File: config.mk
export PLATFORM = sky130hd
export DESIGN_NAME = shift_unit32_flat
export DESIGN_NICKNAME = d
export VERILOG_FILES = /design/src/rtl/shift_pkg.sv /design/src/rtl/shift_unit32_if.sv /design/src/rtl/reversal32.sv /design/src/rtl/shift_stage32.sv /design/src/rtl/shift_unit32.sv /design/src/flat_wrapper.sv
export SDC_FILE = /design/constraint.sdc
export NUM_CORES = 1
export LEC_CHECK = 0
export CAP_MARGIN = 20
export CELL_PAD_IN_SITES_DETAIL_PLACEMENT = 1
export CELL_PAD_IN_SITES_GLOBAL_PLACEMENT = 1
export CORE_AREA = 4 4 117 119
export CTS_CLUSTER_DIAMETER = 30
export DETAILED_ROUTE_END_ITERATION = 10
export DIE_AREA = 0 0 121 123
export HOLD_SLACK_MARGIN = 0.08
export PLACE_DENSITY_LB_ADDON = 0.1
export SKIP_LAST_GASP = 1
export SLEW_MARGIN = 20
export SYNTH_ARGS = -nofsm -noshare
export SYNTH_HDL_FRONTEND = slang
export SYNTH_SLANG_ARGS = --single-unit
File: constraint.sdc
create_clock -name clk -period 3 [get_ports clk]
set_clock_uncertainty 0.1 [all_clocks]
set_input_delay 0.45 -clock clk [delete_from_list [all_inputs] [get_ports clk]]
set_output_delay 0.45 -clock clk [all_outputs]
set_load 0.02 [all_outputs]
File: src/rtl/shift_pkg.sv
// rtl/shift_pkg.sv - shared constants, op and state encodings for shift_unit32
package shift_pkg;

  localparam int WIDTH  = 32;
  localparam int STAGES = 5;
  localparam int STG_W  = 3;

  localparam logic [1:0] OP_SLL = 2'b00;
  localparam logic [1:0] OP_SRL = 2'b01;
  localparam logic [1:0] OP_SRA = 2'b10;
  localparam logic [1:0] OP_ROR = 2'b11;

  typedef enum logic {
    IDLE  = 1'b0,
    SHIFT = 1'b1
  } state_t;

  localparam logic [STG_W-1:0] STG_FIRST = STG_W'(STAGES - 1);

endpackage

File: src/rtl/shift_unit32_if.sv
// rtl/shift_unit32_if.sv - start/busy/done request bus between operand registers and shifter
interface shift_unit32_if;
  import shift_pkg::*;

  logic             start;
  logic [1:0]       op;
  logic [WIDTH-1:0] in;
  logic [4:0]       amount;
  logic [WIDTH-1:0] out;
  logic             busy;
  logic             done;

  modport master (
    output start, op, in, amount,
    input  out, busy, done
  );

  modport slave (
    input  start, op, in, amount,
    output out, busy, done
  );

endinterface

File: src/rtl/reversal32.sv
// rtl/reversal32.sv - optional 32-bit bit-order reversal
module reversal32 (
  input  logic [31:0] d,
  input  logic        reverse,
  output logic [31:0] q
);

  logic [31:0] rev;

  for (genvar i = 0; i < 32; i++) begin : g_rev
    assign rev[i] = d[31-i];
  end

  assign q = reverse ? rev : d;

endmodule

File: src/rtl/shift_stage32.sv
// rtl/shift_stage32.sv - one barrel stage: right shift by 1<<stg with fill or wrap
module shift_stage32
  import shift_pkg::*;
(
  input  logic [WIDTH-1:0] w,
  input  logic [STG_W-1:0] stg,
  input  logic             fill,
  input  logic             rotate,
  output logic [WIDTH-1:0] nw
);

  always_comb begin
    nw = w;
    unique case (stg)
      3'd4:    nw = {rotate ? w[15:0] : {16{fill}}, w[31:16]};
      3'd3:    nw = {rotate ? w[7:0]  : {8{fill}},  w[31:8]};
      3'd2:    nw = {rotate ? w[3:0]  : {4{fill}},  w[31:4]};
      3'd1:    nw = {rotate ? w[1:0]  : {2{fill}},  w[31:2]};
      3'd0:    nw = {rotate ? w[0]    : fill,       w[31:1]};
      default: nw = w;
    endcase
  end

endmodule

File: src/rtl/shift_unit32.sv
// rtl/shift_unit32.sv - iterative 32-bit shifter, one barrel stage per cycle, fixed 5-cycle latency
module shift_unit32
  import shift_pkg::*;
(
  input  logic          clk,
  input  logic          rst,
  shift_unit32_if.slave bus
);

  state_t           state;
  logic [STG_W-1:0] stg;
  logic [WIDTH-1:0] w;
  logic [1:0]       op_q;
  logic [4:0]       amt_q;
  logic             fill_q;
  logic [WIDTH-1:0] out_q;
  logic             busy_q;
  logic             done_q;

  logic [WIDTH-1:0] w_entry;
  logic [WIDTH-1:0] w_stage;
  logic [WIDTH-1:0] w_nx;
  logic [WIDTH-1:0] w_exit;

  // Left shifts run through the right-shift datapath between two reversals.
  reversal32 u_rev_entry (
    .d       (bus.in),
    .reverse (bus.op == OP_SLL),
    .q       (w_entry)
  );

  shift_stage32 u_stage (
    .w      (w),
    .stg    (stg),
    .fill   (fill_q),
    .rotate (op_q == OP_ROR),
    .nw     (w_stage)
  );

  always_comb begin
    w_nx = w;
    if (amt_q[stg]) w_nx = w_stage;
  end

  reversal32 u_rev_exit (
    .d       (w_nx),
    .reverse (op_q == OP_SLL),
    .q       (w_exit)
  );

  always_ff @(posedge clk) begin
    if (rst) begin
      state  <= IDLE;
      stg    <= '0;
      w      <= '0;
      op_q   <= OP_SLL;
      amt_q  <= '0;
      fill_q <= 1'b0;
      out_q  <= '0;
      busy_q <= 1'b0;
      done_q <= 1'b0;
    end else begin
      done_q <= 1'b0;
      unique case (state)
        IDLE: begin
          if (bus.start) begin
            op_q   <= bus.op;
            amt_q  <= bus.amount;
            w      <= w_entry;
            fill_q <= (bus.op == OP_SRA) ? bus.in[WIDTH-1] : 1'b0;
            stg    <= STG_FIRST;
            busy_q <= 1'b1;
            state  <= SHIFT;
          end
        end
        SHIFT: begin
          w <= w_nx;
          if (stg == '0) begin
            out_q  <= w_exit;
            done_q <= 1'b1;
            busy_q <= 1'b0;
            state  <= IDLE;
          end else begin
            stg <= stg - 3'd1;
          end
        end
        default: state <= IDLE;
      endcase
    end
  end

  assign bus.out  = out_q;
  assign bus.busy = busy_q;
  assign bus.done = done_q;

endmodule

File: src/flat_wrapper.sv
// flat-port wrapper written by rule: the top's interface ports become plain ports
module shift_unit32_flat import shift_pkg::*;
  (clk, rst, bus_start, bus_op, bus_in, bus_amount, bus_out, bus_busy, bus_done);
  shift_unit32_if bus_i ();
  input  logic clk;
  input  logic rst;
  input wire logic [$bits(bus_i.start)-1:0] bus_start;
  input wire logic [$bits(bus_i.op)-1:0] bus_op;
  input wire logic [$bits(bus_i.in)-1:0] bus_in;
  input wire logic [$bits(bus_i.amount)-1:0] bus_amount;
  output wire logic [$bits(bus_i.out)-1:0] bus_out;
  output wire logic [$bits(bus_i.busy)-1:0] bus_busy;
  output wire logic [$bits(bus_i.done)-1:0] bus_done;
  assign bus_i.start = bus_start;
  assign bus_i.op = bus_op;
  assign bus_i.in = bus_in;
  assign bus_i.amount = bus_amount;
  assign bus_out = bus_i.out;
  assign bus_busy = bus_i.busy;
  assign bus_done = bus_i.done;
  shift_unit32 u_core (.clk(clk), .rst(rst), .bus(bus_i));
endmodule
==> flow_summary.ini, run 1 <==
[route]
drtPass1Iterations = 5
vias = 5454
wl_per_cell_um = 23.1
drt_iter0_drc = 452
ant_nets = 0
drc = 0
viasPerCell = 6.29
drt-total-wl_mm = 20.1

[synthesis]
synth_cell_types = 51
synthCells = 653
synthMuxAreaShare_pct = 9.04
ys_ff_latch = 78
synth_top_family_by_area = compound AO/OA/AOI/OAI gates
syn_nets = 700
synth_xor_area_share_pct = 0
synth_area_um2 = 4980
synthFlopType = dfxtp_1
synth_simple_gate_area_share_pct = 17.3
async_flop_share_pct = 0
synthAdderAreaFrac_pct = 1.26
synth_compound_area_share_pct = 34.8
synth_edf_count = 0
ys_seq_area_share_pct = 31.3
syn_avg_cell_area_um2 = 7.63
synth_warnings = 0

[cells_and_area]
nets = 737
drive_above_1_share_pct = 6.91
final_area_um2 = 6130
fillers = 1515
antenna_cells = 0
area_growth_pct = 23.1

[clock_network]
worstSkewPairLatency_ns = 0.35
clock_sinks = 78
cts_tree = yes
htree_levels = 3
numCtsBuffers = 9
clock-root-buffer = clkbuf_16
clk_pin_slew_ns = 0.07
cts_setup_buffers = 0
cts_buffer_depth = 2

[global_routing]
grt_max_degree = 49
grt_pass1_vias = 5657
antenna_found_initial = 0
grt_pass1_wl_mm = 31.7
grt_overflow_total = 0
grt_usage_pct = 27.4

[worst_setup_path]
slowest_delay_ns = 0.48
reg2reg_to = u_core.bus.out[20]$_SDFFE_PP0P_
rr_startpoint = u_core.stg[0]$_SDFFE_PP0P_
worstRegToRegCells = 8
cp.arrival_ns = 2.83
cp-start-kind = register
crit_type = reg -> reg
critPathMaxFanout = 13
cp.required_ns = 3.10
crit_slowest_cell = dfxtp_1
worstPathCellList = inv_1 > ha_1 > nor4_1 > a21oi_2 > nand2_4 > buf_12 > mux2i_1 > o221ai_1
crit_buf_inv = 2
critPathTopFamily = simple AND/OR/NAND/NOR gates
r2r_slack_ns = 0.27
crit_path_end_kind = register

[place]
gp_congestion = 0.932
dpl.hpwl_mm = 14.3
io_buffers = 75
dpl-instance-area_um2 = 5850

[floorplan]
fp.dieH_um = 123
coreArea_um2 = 12600
dieWidth_um = 121
fp.dieArea_um2 = 14900
io-pin-count = 76
start_util_pct = 39.7
row_count = 41

[run_status]
status = finished clean

[worst_hold_path]
hp-start = u_core.amt_q[1]$_SDFFE_PP0P_
min_path_type = reg -> reg
holdPathStages = 2
holdPathEnd = u_core.amt_q[1]$_SDFFE_PP0P_

[sta]
setup_violations = 0
max_slew_margin_pct = 40.1
rsz0062_at_grt = false
period_minus_slack_ns = 2.73
finalHoldViolations = 0
worst_pin_slew_ns = 0.896
fmax_mhz = 367
timing.hold.ws_ns = 0.365
fin_crit_sh_pct = 90.9
maxSlewViolCount = 0
finalSetupTns_ns = 0

[power_and_ir_drop]
leakagePower_nw = 2.24
peakVddDrop_mv = 0.275
p_total_mw = 3.34
cellPowerDensity_nw_per_um2 = 545

[job]
cap_violations = 0
[worst reg2reg max path: cells and delay by family (launching register included)]
kind	cells	cell delay [ns]
compound gates	2	0.32
fa+ha+maj	1	0.30
simple gates	2	0.60
mux	1	0.44
flops	1	0.48
buf+inv	2	0.33
[final cells by class]
| class | instances | area, µm² | area share (%) |
|---|---|---|---|
| multi-input cells | 502 | 3120 | 50.9 |
| clock buffers | 9 | 225 | 3.67 |
| clock inverters | 7 | 57.6 | 0.938 |
| inverters | 3 | 11.3 | 0.184 |
| repair buffers | 96 | 941 | 15.3 |
| well taps | 172 | 215 | 3.51 |
| flip-flops and latches | 78 | 1560 | 25.5 |
[Yosys cell counts (4+ instances only)]
cell type  instances  area (µm²)
a211oi_1          13        97.6
a21o_1             8        60.1
a21oi_1           59         295
a22o_1             5        43.8
a22oi_1           46         345
a31oi_1            6        37.5
and3_1            20         125
buf_1             12        45.0
buf_2             15        75.1
clkbuf_1          39         146
dfxtp_1           78        1560
ha_1               5        62.6
mux2i_1           45         450
nand2_1           86         323
nand2b_1           5        31.3
nand3_1           19        95.1
nand4_1            5        31.3
nor2_1            40         150
nor3_1             4        20.0
o21ai_0           46         230
o221ai_1          32         280
o22ai_1           22         138
[cells in the final DEF, fill, tap and decap left out, types with 8 or more instances in the layout]
cell type,count
o21ai_0,45
a22oi_1,46
a211oi_1,13
dfxtp_1,78
buf_4,18
o22ai_1,22
nand2_1,86
nand3_1,19
a21o_1,8
mux2i_1,45
o221ai_1,32
nor2_1,39
clkdlybuf4s50_1,74
and3_1,20
a21oi_1,59
clkbuf_16,9
[what timing repair did]
action | 4_1_cts | 5_1_grt
gates resized for setup | 0 | 1
endpoints found under the setup margin | 0 | 1
hold buffers | 0 | 0
[state kept, by name (all words and copies together) (netlist names)]
register / cells
u_core.amt_q: 5
u_core.bus.out: 32
u_core.w: 32
u_core.fill_q: 1
u_core.bus.busy: 1
u_core.state: 1
u_core.stg: 3
u_core.op_q: 2
u_core.bus.done: 1
[how the worst max path moves through the flow]
stage                     depth (start not counted)                         endpoint  slack (ns)                  startpoint
final                                             8  u_core.bus.out[20]$_SDFFE_PP0P_        0.27  u_core.stg[0]$_SDFFE_PP0P_
after detailed placement                          8  u_core.bus.out[25]$_SDFFE_PP0P_        0.25  u_core.stg[0]$_SDFFE_PP0P_
after floorplan                                   8   u_core.bus.out[1]$_SDFFE_PP0P_        0.72  u_core.stg[1]$_SDFFE_PP0P_
after global routing                              8  u_core.bus.out[25]$_SDFFE_PP0P_        0.05  u_core.stg[0]$_SDFFE_PP0P_
after global placement                            8  u_core.bus.out[20]$_SDFFE_PP0P_        0.30  u_core.stg[0]$_SDFFE_PP0P_
after CTS                                         8  u_core.bus.out[25]$_SDFFE_PP0P_        0.22  u_core.stg[0]$_SDFFE_PP0P_
[cell families after synthesis]
kind of cell | Yosys count
fa+ha+maj | 5
buf+inv | 73
compound gates | 261
flops | 78
simple gates | 191
mux | 45
[layer usage]
layer | track usage, % | vias to the layer above | wire (µm)
li1 | - | 2532 | -
met2 | 47.9 | 167 | 10000
met3 | 4.39 | 52 | 794
met4 | 12.2 | 0 | 799
met1 | 33.2 | 2703 | 8430
met5 | 0 | - | 0
[where the power goes]
part	switching, mW	total (mW)	internal [mW]
clock network	0.483	1.05	0.570
logic	0.579	0.986	0.407
registers	0.177	1.30	1.13
total	1.24	3.34	2.10
[metrics by stage]
step | setup WS [ns] | utilization (%) | std cells
2_1_floorplan | 0.717 | - | 653
3_3_place_gp | 0.304 | 46.5 | 851
3_5_place_dp | 0.251 | 46.6 | 851
4_1_cts | 0.220 | 48.8 | 867
5_1_grt | 0.0491 | 48.8 | 867
6_report | 0.274 | 48.8 | 867
No activity file was read; power rests on OpenSTA's default activity.
==> run 2: changes to the inputs <==
--- a/config.mk
+++ b/config.mk
@@ -8,10 +8,10 @@
 export CAP_MARGIN = 20
 export CELL_PAD_IN_SITES_DETAIL_PLACEMENT = 1
 export CELL_PAD_IN_SITES_GLOBAL_PLACEMENT = 1
-export CORE_AREA = 4 4 117 119
+export CORE_AREA = 4 4 90 155
 export CTS_CLUSTER_DIAMETER = 30
 export DETAILED_ROUTE_END_ITERATION = 10
-export DIE_AREA = 0 0 121 123
+export DIE_AREA = 0 0 94 159
 export HOLD_SLACK_MARGIN = 0.08
 export PLACE_DENSITY_LB_ADDON = 0.1
 export SKIP_LAST_GASP = 1
==> run 2 against run 1 <==
Register-to-register slack improved by 0.04 ns. Worst hold slack improved by 0.0049 ns. Non-clock buffer count decreased by 1. Count of clock-buffer cells in the layout up 2. Worst setup slack improved by 0.044 ns. Via count up 0.84%. Sequential cell count did not move. Combinational power is 2.8% lower. Critical path depth is the same. Sequential share of layout area rose by 0.21 points. Critical path type unchanged. Critical endpoint is now u_core.bus.out[25]$_SDFFE_PP0P_. Largest cell class unchanged. Largest power group unchanged.
==> flow_summary.ini, run 2 (synthesis gave the netlist of run 1 again) <==
[run_status]
status = finished clean

[cells_and_area]
final_util_pct = 48.4
final_common_cell = nand2_1
nets = 736
register_area_um2 = 1560
layout_common_cells = 86 x nand2_1, 78 x dfxtp_1, 74 x clkdlybuf4s50_1
antenna_cells = 0
drive_above_1_share_pct = 6.48
area_growth_pct = 22.1
fillers = 1565
multi_input_area_um2 = 3120

[clock_network]
clock_sinks = 78
worstSkewPairLatency_ns = 0.34
numCtsBuffers = 9
cts_buffer_depth = 2
clk_pin_slew_ns = 0.06
cts_setup_buffers = 0
htree_levels = 3
cts_tree = yes
clock-root-buffer = clkbuf_16

[sta]
fin_crit_sh_pct = 89.4
setup_violations = 0
finalHoldViolations = 0
period_minus_slack_ns = 2.68
worst_pin_slew_ns = 0.600
max_slew_margin_pct = 60.0
maxSlewViolCount = 0
rsz0062_at_grt = false
timing.hold.ws_ns = 0.370
finalSetupTns_ns = 0
setup_slack_ns = 0.317
fmax_mhz = 373

[global_routing]
grt_pass1_wl_mm = 32.1
antenna_found_initial = 0
grt_max_degree = 62
grt_usage_pct = 27.4
grt_pass1_vias = 5751
grt_overflow_total = 0

[floorplan]
dieWidth_um = 94
row_count = 54
start_util_pct = 39.7
fp.dieArea_um2 = 14900
coreArea_um2 = 12600
fp.dieH_um = 159
io-pin-count = 76

[route]
drc = 0
vias = 5500
wl_per_cell_um = 23.7
drt-total-wl_mm = 20.4
drtPass1Iterations = 5
viasPerCell = 6.38
drt_iter0_drc = 403
ant_nets = 0

[power_and_ir_drop]
leakagePower_nw = 2.21
peakVddDrop_mv = 0.297
cellPowerDensity_nw_per_um2 = 539

[worst_setup_path]
critPathMaxFanout = 49
cp.arrival_ns = 2.79
cp-start-kind = register
worstSetupStartpoint = u_core.stg[0]$_SDFFE_PP0P_
cp.required_ns = 3.11
crit_path_end_kind = register
crit_type = reg -> reg
rr_startpoint = u_core.stg[0]$_SDFFE_PP0P_

[worst_hold_path]
min_path_type = reg -> reg
hp-start = u_core.bus.out[14]$_SDFFE_PP0P_

[place]
dpl.hpwl_mm = 14.7
io_buffers = 75
gp_congestion = 0.897
dp_slack_ns = 0.242

[job]
cap_violations = 0
==> run 2: through the flow <==
| stage | cell area (µm²) | std cells | power, mW |
|---|---|---|---|
| after floorplan | 4980 | 653 | 1.88 |
| after global placement | 5810 | 846 | 2.23 |
| after detailed placement | 5810 | 846 | 2.26 |
| after CTS | 6080 | 862 | 3.29 |
| after global routing | 6080 | 862 | 3.44 |
| final | 6080 | 862 | 3.28 |
==> run 2: critical path, cell delays in order, from the launching register on <==
cell,delay [ns]
dfxtp_1,0.47
inv_1,0.15
ha_1,0.29
buf_12,0.20
and2_1,0.31
o21ai_1,0.31
o21ai_0,0.19
mux2i_1,0.32
o221ai_1,0.18
==> run 2: final timing paths <==
check	endpoint	slack [ns]	cells past startpoint
worst max-delay path	u_core.bus.out[25]$_SDFFE_PP0P_	0.32	8
worst min-delay path	u_core.bus.out[14]$_SDFFE_PP0P_	0.37	2
worst max register to register	u_core.bus.out[25]$_SDFFE_PP0P_	0.32	8
worst min register to register	u_core.bus.out[14]$_SDFFE_PP0P_	0.37	2
==> run 2: power by group <==
group	total, mW	internal, mW	switching [mW]
sequential	1.29	1.13	0.167
clock	1.03	0.561	0.465
combinational	0.958	0.392	0.567
total	3.28	2.08	1.20
==> run 2: per-layer routing <==
metal  global-route usage (%)  part of all wire, %  vias to the layer above
li1                         -                    -                     2535
met1                     31.2                   39                     2739
met2                     49.3                   53                      176
met3                     4.59                  3.9                       50
met4                     11.2                  3.7                        0
met5                        0                    0                        -
==> run 2: repair_timing <==
action                                  4_1_cts  5_1_grt
gates resized for setup                       0        2
endpoints found under the setup margin        0        3
hold buffers                                  0        0
==> run 2: final cells by class <==
class / count / area share [%]
clock inverters: 5 / 0.596
inverters: 3 / 0.185
clock buffers: 11 / 3.82
flip-flops and latches: 78 / 25.7
multi-input cells: 502 / 51.3
well taps: 168 / 3.45
repair buffers: 95 / 14.9
==> run 3: changes to the inputs <==
--- a/config.mk
+++ b/config.mk
@@ -10,10 +10,11 @@
 export CELL_PAD_IN_SITES_GLOBAL_PLACEMENT = 1
 export CORE_AREA = 4 4 90 155
 export CTS_CLUSTER_DIAMETER = 30
+export CTS_CLUSTER_SIZE = 20
 export DETAILED_ROUTE_END_ITERATION = 10
 export DIE_AREA = 0 0 94 159
 export HOLD_SLACK_MARGIN = 0.08
-export PLACE_DENSITY_LB_ADDON = 0.1
+export PLACE_DENSITY_LB_ADDON = 0.12
 export SKIP_LAST_GASP = 1
 export SLEW_MARGIN = 20
 export SYNTH_ARGS = -nofsm -noshare
==> run 3 against run 2 <==
Utilization up 0.76 points. Design area up 1.6%. Sequential share of layout area down 0.39 points. Largest cell class unchanged. Routed wire length up 0.91%. Sequential cell count unchanged.
==> flow_summary.ini, run 3 (synthesis gave the netlist of run 1 again) <==
[clock_network]
worstSkewPairLatency_ns = 0.35
numCtsBuffers = 9
cts_tree = yes
clk_pin_slew_ns = 0.06
clock-root-buffer = clkbuf_16
cts_buffer_depth = 2
htree_levels = 3
post_cts_resized = 0
cts_setup_buffers = 0
holdBufCountCts = 0
clock_sinks = 78

[route]
drt_iter0_drc = 395
drt-total-wl_mm = 20.6
vias = 5558
wl_per_cell_um = 23.7
drc = 0
ant_nets = 0
viasPerCell = 6.40
drtPass1Iterations = 6

[power_and_ir_drop]
peakVddDrop_mv = 0.291
cellPowerDensity_nw_per_um2 = 546
leakagePower_nw = 2.28
p_total_mw = 3.38

[sta]
worst_pin_slew_ns = 0.653
period_minus_slack_ns = 2.64
fmax_mhz = 379
timing.hold.ws_ns = 0.368
finalSetupTns_ns = 0
finalHoldViolations = 0
setup_violations = 0
max_slew_margin_pct = 56.5
rsz0062_at_grt = false
maxSlewViolCount = 0
fin_crit_sh_pct = 87.9

[place]
gp_congestion = 0.954
dpl.hpwl_mm = 14.9
dpl-instance-area_um2 = 5890
io_buffers = 75
dp_cells = 852

[worst_setup_path]
cp.arrival_ns = 2.75
worstPathCellList = inv_1 > ha_1 > buf_12 > and2_1 > o21ai_0 > o21ai_0 > mux2i_1 > o221ai_1
cp.required_ns = 3.11
worstRegToRegCells = 8
crit_slowest_cell = dfxtp_1
critPathMaxFanout = 49
worstSetupStartpoint = u_core.stg[0]$_SDFFE_PP0P_
crit_path_end_kind = register
cp-start-kind = register
crit_type = reg -> reg
crit_top_cell = o21ai_0
r2r_slack_ns = 0.36
reg2reg_to = u_core.bus.out[24]$_SDFFE_PP0P_
slowest_delay_ns = 0.46
rr_startpoint = u_core.stg[0]$_SDFFE_PP0P_

[run_status]
status = finished clean

[cells_and_area]
layout_common_cells = 86 x nand2_1, 78 x dfxtp_1, 74 x clkdlybuf4s50_1
antenna_cells = 0
area_growth_pct = 24.0
fillers = 1539
nets = 742
drive_above_1_share_pct = 7.57
register_area_um2 = 1560
multi_input_area_um2 = 3120
final_area_um2 = 6180
final_cells = 868
final_common_cell = nand2_1

[floorplan]
dieWidth_um = 94
fp.dieH_um = 159
io-pin-count = 76
coreArea_um2 = 12600
start_util_pct = 39.7
fp.dieArea_um2 = 14900
row_count = 54

[global_routing]
grt_pass1_vias = 5877
grt_usage_pct = 27.6
grt_max_degree = 50
grt_pass1_wl_mm = 32.2
grt_overflow_total = 0
antenna_found_initial = 0

[worst_hold_path]
hp-start = u_core.amt_q[2]$_SDFFE_PP0P_
min_path_type = reg -> reg
holdPathStages = 2
holdPathEnd = u_core.amt_q[2]$_SDFFE_PP0P_

[job]
cap_violations = 0
-- run 3: cell types whose count changed in the layout (fill, tap and decap cells not counted) --
cell	before	now
buf_12	1	4
buf_4	19	22
bufinv_16	0	1
clkbuf_1	2	0
clkinv_2	1	4
clkinv_4	1	0
clkinvlp_4	3	2
nand2_4	0	1
nand2_8	1	0
o21ai_0	45	46
o21ai_1	1	0
-- run 3: worst max path at each step --
stage	cells after the start	slack [ns]	endpoint
after global placement	8	0.53	u_core.bus.out[26]$_SDFFE_PP0P_
after global routing	8	0.19	u_core.bus.out[24]$_SDFFE_PP0P_
final	8	0.36	u_core.bus.out[24]$_SDFFE_PP0P_
after detailed placement	8	0.45	u_core.bus.out[27]$_SDFFE_PP0P_
after floorplan	8	0.72	u_core.bus.out[1]$_SDFFE_PP0P_
after CTS	8	0.36	u_core.bus.out[24]$_SDFFE_PP0P_
-- run 3: stage by stage --
step,utilization (%),setup WS [ns]
2_1_floorplan,-,0.717
6_report,49.2,0.362
3_5_place_dp,46.9,0.448
3_3_place_gp,46.9,0.529
4_1_cts,49.2,0.359
5_1_grt,49.2,0.190
-- run 3: power by group --
group	switching, mW	internal (mW)
combinational	0.578	0.408
sequential	0.165	1.13
clock	0.460	0.638
total	1.20	2.17
-- run 3: final cells by class --
type	count	share of cell area [%]
multi-input cells	502	50.4
flip-flops and latches	78	25.3
repair buffers	101	16.0
clock buffers	9	3.64
well taps	168	3.40
clock inverters	7	1.05
inverters	3	0.182
-- run 3: per-layer routing --
metal / wire length [µm] / vias up / GRT usage [%]
met5: 0 / - / 0
met4: 1030 / 0 / 14.7
met3: 958 / 65 / 4.07
met2: 11000 / 177 / 49.9
met1: 7660 / 2777 / 29.9
li1: - / 2539 / -
-- run 3: critical path, delay by kind of cell, from the launching register on --
family                   cells  cell delay, ns
adder cells (fa/ha/maj)      1            0.28
multiplexers                 1            0.38
flip-flops                   1            0.46
buffers and inverters        2            0.33
AO/OA/AOI/OAI                3            0.73
AND/OR/NAND/NOR              1            0.20
